$ cat src/rtl/brick_pkg.sv
// Shared types and geometry constants for the brick game-state stage.
// Also holds the small arithmetic helpers used by the brick scanner.
package brick_pkg;

   typedef enum logic [1:0] {MENU, PLAY, OVER, WIN} game_state_t;
   typedef enum logic [1:0] {IDLE, SCAN, HIT} scan_state_t;

   localparam int         BRICK_COLS     = 8;
   localparam int         BRICK_COL_W    = $clog2(BRICK_COLS);
   localparam int         BRICK_PITCH_X  = 80;
   localparam int         BRICK_OFFSET_X = 40;
   localparam int         BRICK_PITCH_Y  = 20;
   localparam int         BRICK_OFFSET_Y = 10;
   localparam logic [7:0] KEY_ENTER      = 8'h28;

   function automatic logic [15:0] to_bcd(input int v);
      int          r;
      logic [15:0] b;
      r = v;
      b = '0;
      for (int i = 0; i < 4; i++) begin
         b[i*4 +: 4] = 4'(r % 10);
         r = r / 10;
      end
      return b;
   endfunction

   function automatic logic [10:0] abs_diff(input logic [10:0] a,
                                            input logic [10:0] b);
      return (a >= b) ? a - b : b - a;
   endfunction

endpackage

$ cat src/rtl/bcd_add4.sv
// Four-digit BCD adder; a carry out of the top digit clamps to 9999.
module bcd_add4 (
   input  logic [15:0] a_i,
   input  logic [15:0] b_i,
   output logic [15:0] sum_o
);

   logic [15:0] raw;
   logic        carry;
   logic [4:0]  dig;

   always_comb begin
      raw   = '0;
      carry = 1'b0;
      dig   = '0;
      for (int i = 0; i < 4; i++) begin
         dig = {1'b0, a_i[i*4 +: 4]} + {1'b0, b_i[i*4 +: 4]} + {4'd0, carry};
         if (dig > 5'd9) begin
            dig   = dig - 5'd10;
            carry = 1'b1;
         end else begin
            carry = 1'b0;
         end
         raw[i*4 +: 4] = dig[3:0];
      end
   end

   assign sum_o = carry ? 16'h9999 : raw;

endmodule

$ cat src/rtl/brick_state_ctrl.sv
// Brick field, lives, score and game FSM; scans one brick per cycle per frame.
// Define EXTRA_LIFE_EN to grant a life at each 200-point score boundary.
module brick_state_ctrl
   import brick_pkg::*;
#(
   parameter int NUM_BLOCKS  = 32,
   parameter int HIT_POINTS  = 10,
   parameter int START_LIVES = 3
) (
   input  logic        clk,
   input  logic        Reset_n,
   input  logic        frame_clk,
   input  logic [9:0]  BallX,
   input  logic [9:0]  BallY,
   input  logic [9:0]  Ball_size,
   input  logic [9:0]  Block_SizeX,
   input  logic [9:0]  Block_SizeY,
   input  logic        ball_lost,
   input  logic [7:0]  keycode,
   output logic [32:0] Block_Array,
   output logic [1:0]  lives,
   output logic [15:0] score,
   output logic        bounce_y,
   output logic        start_menu,
   output logic        game_over,
   output logic        game_won
);

   localparam int          IW      = $clog2(NUM_BLOCKS);
   localparam logic [15:0] HIT_BCD = to_bcd(HIT_POINTS);

   game_state_t           game_q;
   scan_state_t           scan_q;
   logic [NUM_BLOCKS-1:0] bricks_q, bricks_clr;
   logic [1:0]            lives_q, lives_d;
   logic [15:0]           score_q, score_sum;
   logic [IW-1:0]         idx_q;
   logic [9:0]            bx_q, by_q, br_q;
   logic                  fs1_q, fs2_q, fs3_q;
   logic                  bounce_q, menu_q, over_q, won_q;
   logic                  frame_edge, lost, in_hit, won, hit;
   logic [10:0]           cx, cy, lim_x, lim_y;

   assign frame_edge = fs2_q & ~fs3_q;
   assign lost       = ball_lost & (game_q == PLAY);
   assign in_hit     = (scan_q == HIT);

   // Brick centre derived from the running scan index.
   assign cx = 11'(idx_q[BRICK_COL_W-1:0]) * 11'(BRICK_PITCH_X)
             + 11'(BRICK_OFFSET_X);
   assign cy = 11'(idx_q[IW-1:BRICK_COL_W]) * 11'(BRICK_PITCH_Y)
             + 11'(BRICK_OFFSET_Y);
   assign lim_x = {1'b0, Block_SizeX} + {1'b0, br_q};
   assign lim_y = {1'b0, Block_SizeY} + {1'b0, br_q};
   assign hit = bricks_q[idx_q]
              & (abs_diff({1'b0, bx_q}, cx) <= lim_x)
              & (abs_diff({1'b0, by_q}, cy) <= lim_y);

   assign bricks_clr = bricks_q & ~(NUM_BLOCKS'(1) << idx_q);
   assign won        = in_hit & (bricks_clr == '0);

   bcd_add4 u_add (
      .a_i   (score_q),
      .b_i   (HIT_BCD),
      .sum_o (score_sum)
   );

`ifdef EXTRA_LIFE_EN
   logic gain;
   // Hundreds digit odd -> even marks a fresh 200-point boundary.
   assign gain = in_hit & score_q[8] & ~score_sum[8] & (score_sum != score_q);

   always_comb begin
      lives_d = lives_q;
      if (gain && !lost) begin
         lives_d = (lives_q == 2'd3) ? lives_q : lives_q + 2'd1;
      end else if (lost && !gain && lives_q != 2'd0) begin
         lives_d = lives_q - 2'd1;
      end
   end
`else
   always_comb begin
      lives_d = lives_q;
      if (lost && lives_q != 2'd0) begin
         lives_d = lives_q - 2'd1;
      end
   end
`endif

   always_ff @(posedge clk or negedge Reset_n) begin
      if (!Reset_n) begin
         game_q   <= MENU;
         scan_q   <= IDLE;
         bricks_q <= '1;
         lives_q  <= 2'(START_LIVES);
         score_q  <= '0;
         idx_q    <= '0;
         bx_q     <= '0;
         by_q     <= '0;
         br_q     <= '0;
         fs1_q    <= 1'b0;
         fs2_q    <= 1'b0;
         fs3_q    <= 1'b0;
         bounce_q <= 1'b0;
         menu_q   <= 1'b1;
         over_q   <= 1'b0;
         won_q    <= 1'b0;
      end else begin
         fs1_q    <= frame_clk;
         fs2_q    <= fs1_q;
         fs3_q    <= fs2_q;
         bounce_q <= 1'b0;
         lives_q  <= lives_d;
         unique case (game_q)
            MENU: begin
               if (!(keycode inside {8'h00, 8'h04, 8'h07, 8'h2C})) begin
                  game_q <= PLAY;
                  menu_q <= 1'b0;
               end
            end
            PLAY: begin
               if (won) begin
                  game_q <= WIN;
                  won_q  <= 1'b1;
               end else if (lost && lives_d == 2'd0) begin
                  game_q <= OVER;
                  over_q <= 1'b1;
               end
            end
            OVER, WIN: begin
               if (keycode == KEY_ENTER) begin
                  game_q   <= MENU;
                  bricks_q <= '1;
                  lives_q  <= 2'(START_LIVES);
                  score_q  <= '0;
                  menu_q   <= 1'b1;
                  over_q   <= 1'b0;
                  won_q    <= 1'b0;
               end
            end
            default: game_q <= MENU;
         endcase
         if (game_q != PLAY) begin
            scan_q <= IDLE;
         end else begin
            unique case (scan_q)
               IDLE: begin
                  if (frame_edge) begin
                     bx_q   <= BallX;
                     by_q   <= BallY;
                     br_q   <= Ball_size;
                     idx_q  <= '0;
                     scan_q <= SCAN;
                  end
               end
               SCAN: begin
                  if (hit) begin
                     scan_q   <= HIT;
                     bounce_q <= 1'b1;
                  end else if (idx_q == IW'(NUM_BLOCKS - 1)) begin
                     scan_q <= IDLE;
                  end else begin
                     idx_q <= idx_q + 1'b1;
                  end
               end
               HIT: begin
                  bricks_q <= bricks_clr;
                  score_q  <= score_sum;
                  scan_q   <= IDLE;
               end
               default: scan_q <= IDLE;
            endcase
         end
      end
   end

   assign Block_Array = {1'b0, bricks_q};
   assign lives       = lives_q;
   assign score       = score_q;
   assign bounce_y    = bounce_q;
   assign start_menu  = menu_q;
   assign game_over   = over_q;
   assign game_won    = won_q;

endmodule
$ cat config.mk
export PLATFORM = sky130hd
export DESIGN_NAME = brick_state_ctrl
export DESIGN_NICKNAME = d
export VERILOG_FILES = /design/src/rtl/brick_pkg.sv /design/src/rtl/bcd_add4.sv /design/src/rtl/brick_state_ctrl.sv
export SDC_FILE = /design/constraint.sdc
export NUM_CORES = 1
export LEC_CHECK = 0
export ABC_AREA = 1
export CAP_MARGIN = 30
export CORE_MARGIN = 8
export CORE_UTILIZATION = 31
export CTS_CLUSTER_SIZE = 14
export DETAILED_ROUTE_END_ITERATION = 10
export PLACE_DENSITY_LB_ADDON = 0.3
export SYNTH_ARGS = -nofsm -noshare
export SYNTH_HDL_FRONTEND = slang
export SYNTH_SLANG_ARGS = --single-unit
$ cat constraint.sdc
create_clock -name clk -period 4.3 [get_ports clk]
set_input_delay 0.86 -clock clk [delete_from_list [all_inputs] [get_ports clk]]
set_output_delay 0.86 -clock clk [all_outputs]
set_load 0.02 [all_outputs]
==> results.cfg <==
[logic_synthesis]
synth.area.top_cells = dfrtp_1 (19%), ha_1 (14%), nand2_1 (12%), dfstp_2 (11%), inv_1 (5.1%)
synthDistinctLibCells = 55
synth_top_area_share = 0.188
synthFlopType = dfrtp_1
synth_nets = 1222
ys_warn_count = 0
syn_area_per_cell_um2 = 7.64
synth_seq_cells = 96
syn_area_um2 = 8130
synthCells = 1064
yosysMostFrequentCell = nand2_1
synthArstFlopShare = 1.00
ys_top_cells_by_count = nand2_1 (253), inv_1 (110), ha_1 (92)
synth_edf_count = 0
synth_top_cell_by_area = dfrtp_1
yosysSeqAreaShare = 0.301

[setup_path]
max_stage_delay_ns = 0.39
criticalPathCategory = reg2reg
cp_top_family = adder cells
crit_path_frequent_cell = inv_1
crit_slowest_cell = dfrtp_1
r2r_end = score[13]
cp.required_ns = 4.56
cp-start-kind = flop
path_buf_inv = 8
r2r_start = score[1]
r2r_slack_ns = 0.33
arrival_ns = 4.23
setup.worst_path.end_class = flop
r2r_cells = 26
cp_max_fo = 9

[route]
vias_per_cell = 4.87
wl_per_cell_um = 15.4
drtAntennaViolNets = 0
wl_mm = 23.4
drc = 0
via_count = 7409
drt_iter0_drc = 558
dr.pass1.iters = 8

[sta]
min_period_ns = 3.97
final-max-slew-violation-count = 0
setup_violations = 0
worstMarginPinSlew_ns = 0.889
max_freq_mhz = 252
relSlewSlack = 0.407
clock_skew_ns = 0.0124
timing.final.crit_share = 0.922
hold_violations = 0
setup_tns_ns = 0

[clock_tree]
path_clk_slew_ns = 0.09
cts_max_level = 3
cts_buffer_depth = 2
numCtsBuffers = 9
cts_sinks = 96
clock_latency_ns = 0.36
cts_tree = built
clock-root-buffer = clkbuf_16
cts_hold_buf = 0

[grt]
overflow = 0
grt_pass1_wl_mm = 37.9
grt_pass1_vias = 7438
grt_antenna_before_repair = 0
grt_use_total = 0.147
grt_max_degree = 62

[cells_and_area]
n_antenna_cell = 0
fillerInstances = 2635
stdcell_count = 1520
drive_gt1_frac = 0.135
post-route-util = 0.389
final_nets = 1338
area_growth_pct = 24.0

[power]
p_leak_uw = 0.00482
powerDensity_nw_per_um2 = 533
ir_worst_vdd_mv = 0.214

[min_path]
hp-class = reg2reg
holdCritStartpoint = fs2_q
hold_path_end = fs3_q
hold_path_depth = 0

[status]
status = completed

[floorplan]
die_w_um = 178
initial_utilization = 0.314
ios = 117
die-area_um2 = 31600
core_um2 = 25900
fp.dieH_um = 178
rows = 59

[place]
dp_hpwl_mm = 17.8
port_buffers = 115
place_congestion = 0.865
post-place-cells = 1496

[flow_run]
cap_violations = 0
## cell type report
cell class	count	area [µm²]	share of cell area
multi-input combinational	817	5110	0.507
clock inverter	7	76.3	0.00758
clock buffer	9	225	0.0224
timing repair buffer	136	1340	0.133
tap	335	419	0.0416
sequential	96	2450	0.243
inverter	120	460	0.0457
## how the worst max path moves through the flow
stage / end / slack [ns] / startpoint / cells after the start
floorplan: score[3] / 0.38 / score[1] / 26
global placement: score[12] / 0.14 / score[1] / 26
detailed placement: score[8] / -0.07 / score[1] / 26
CTS: score[3] / 0.08 / score[1] / 26
global route: idx_q[3] / -0.02 / idx_q[2] / 24
finish: score[13] / 0.33 / score[1] / 26
## cells in the final DEF, fill, tap and decap left out, types with 56 or more instances in the layout
| cell type | instances |
|---|---|
| nand2_1 | 250 |
| clkdlybuf4s50_1 | 114 |
| inv_1 | 109 |
| ha_1 | 88 |
| nor2_1 | 71 |
| nand3_1 | 69 |
| a21oi_1 | 68 |
| dfrtp_1 | 61 |
| o21ai_0 | 56 |
## where the power goes
part           switching (µW)  internal [µW]
registers                 164           1090
clock network             439            419
logic                    1910           1350
## kinds of logic after synthesis
group / after synthesis / share of synthesized area
buffers and inverters: 151 / 0.0816
and+or+nand+nor: 453 / 0.245
adders and majority gates: 96 / 0.152
xor gates and xnor gates: 48 / 0.0517
DFF: 96 / 0.301
AOI/OAI and AO/OA: 207 / 0.152
other: 1 / 0.000462
muxes: 12 / 0.0166
## flip-flops by register name (all words and copies together) (netlist names), 2 cells and up
signal,flops
bricks_q,32
bx_q,10
score,16
lives,2
idx_q,5
game_q,2
scan_q,2
by_q,10
br_q,10
## stage by stage
step	instance area, µm²	hold WS, ns	total power, µW	worst slack (ns)
after CTS	9920	0.385	5350	0.0795
after global routing	10100	0.402	5940	-0.0179
after global placement	9580	0.364	4380	0.140
final	10100	0.380	5370	0.335
after detailed placement	9610	0.366	4450	-0.0710
after floorplan	8130	0.331	3690	0.378
## what timing repair did
item                       4_1_cts  5_1_grt
pin swaps                        0        8
setup endpoints to repair        8       24
setup buffers                    0        8
gates resized for setup          1       20
## metal layers
metal / wire (µm) / share of wire / GRT usage / vias up
met5: 0 / 0 / 0 / -
met3: 1440 / 0.061 / 0.0419 / 19
met4: 279 / 0.012 / 0.0285 / 0
met2: 10500 / 0.45 / 0.238 / 176
met1: 11200 / 0.48 / 0.193 / 3449
li1: - / - / - / 3765
Power figures use the tool's default switching activity.
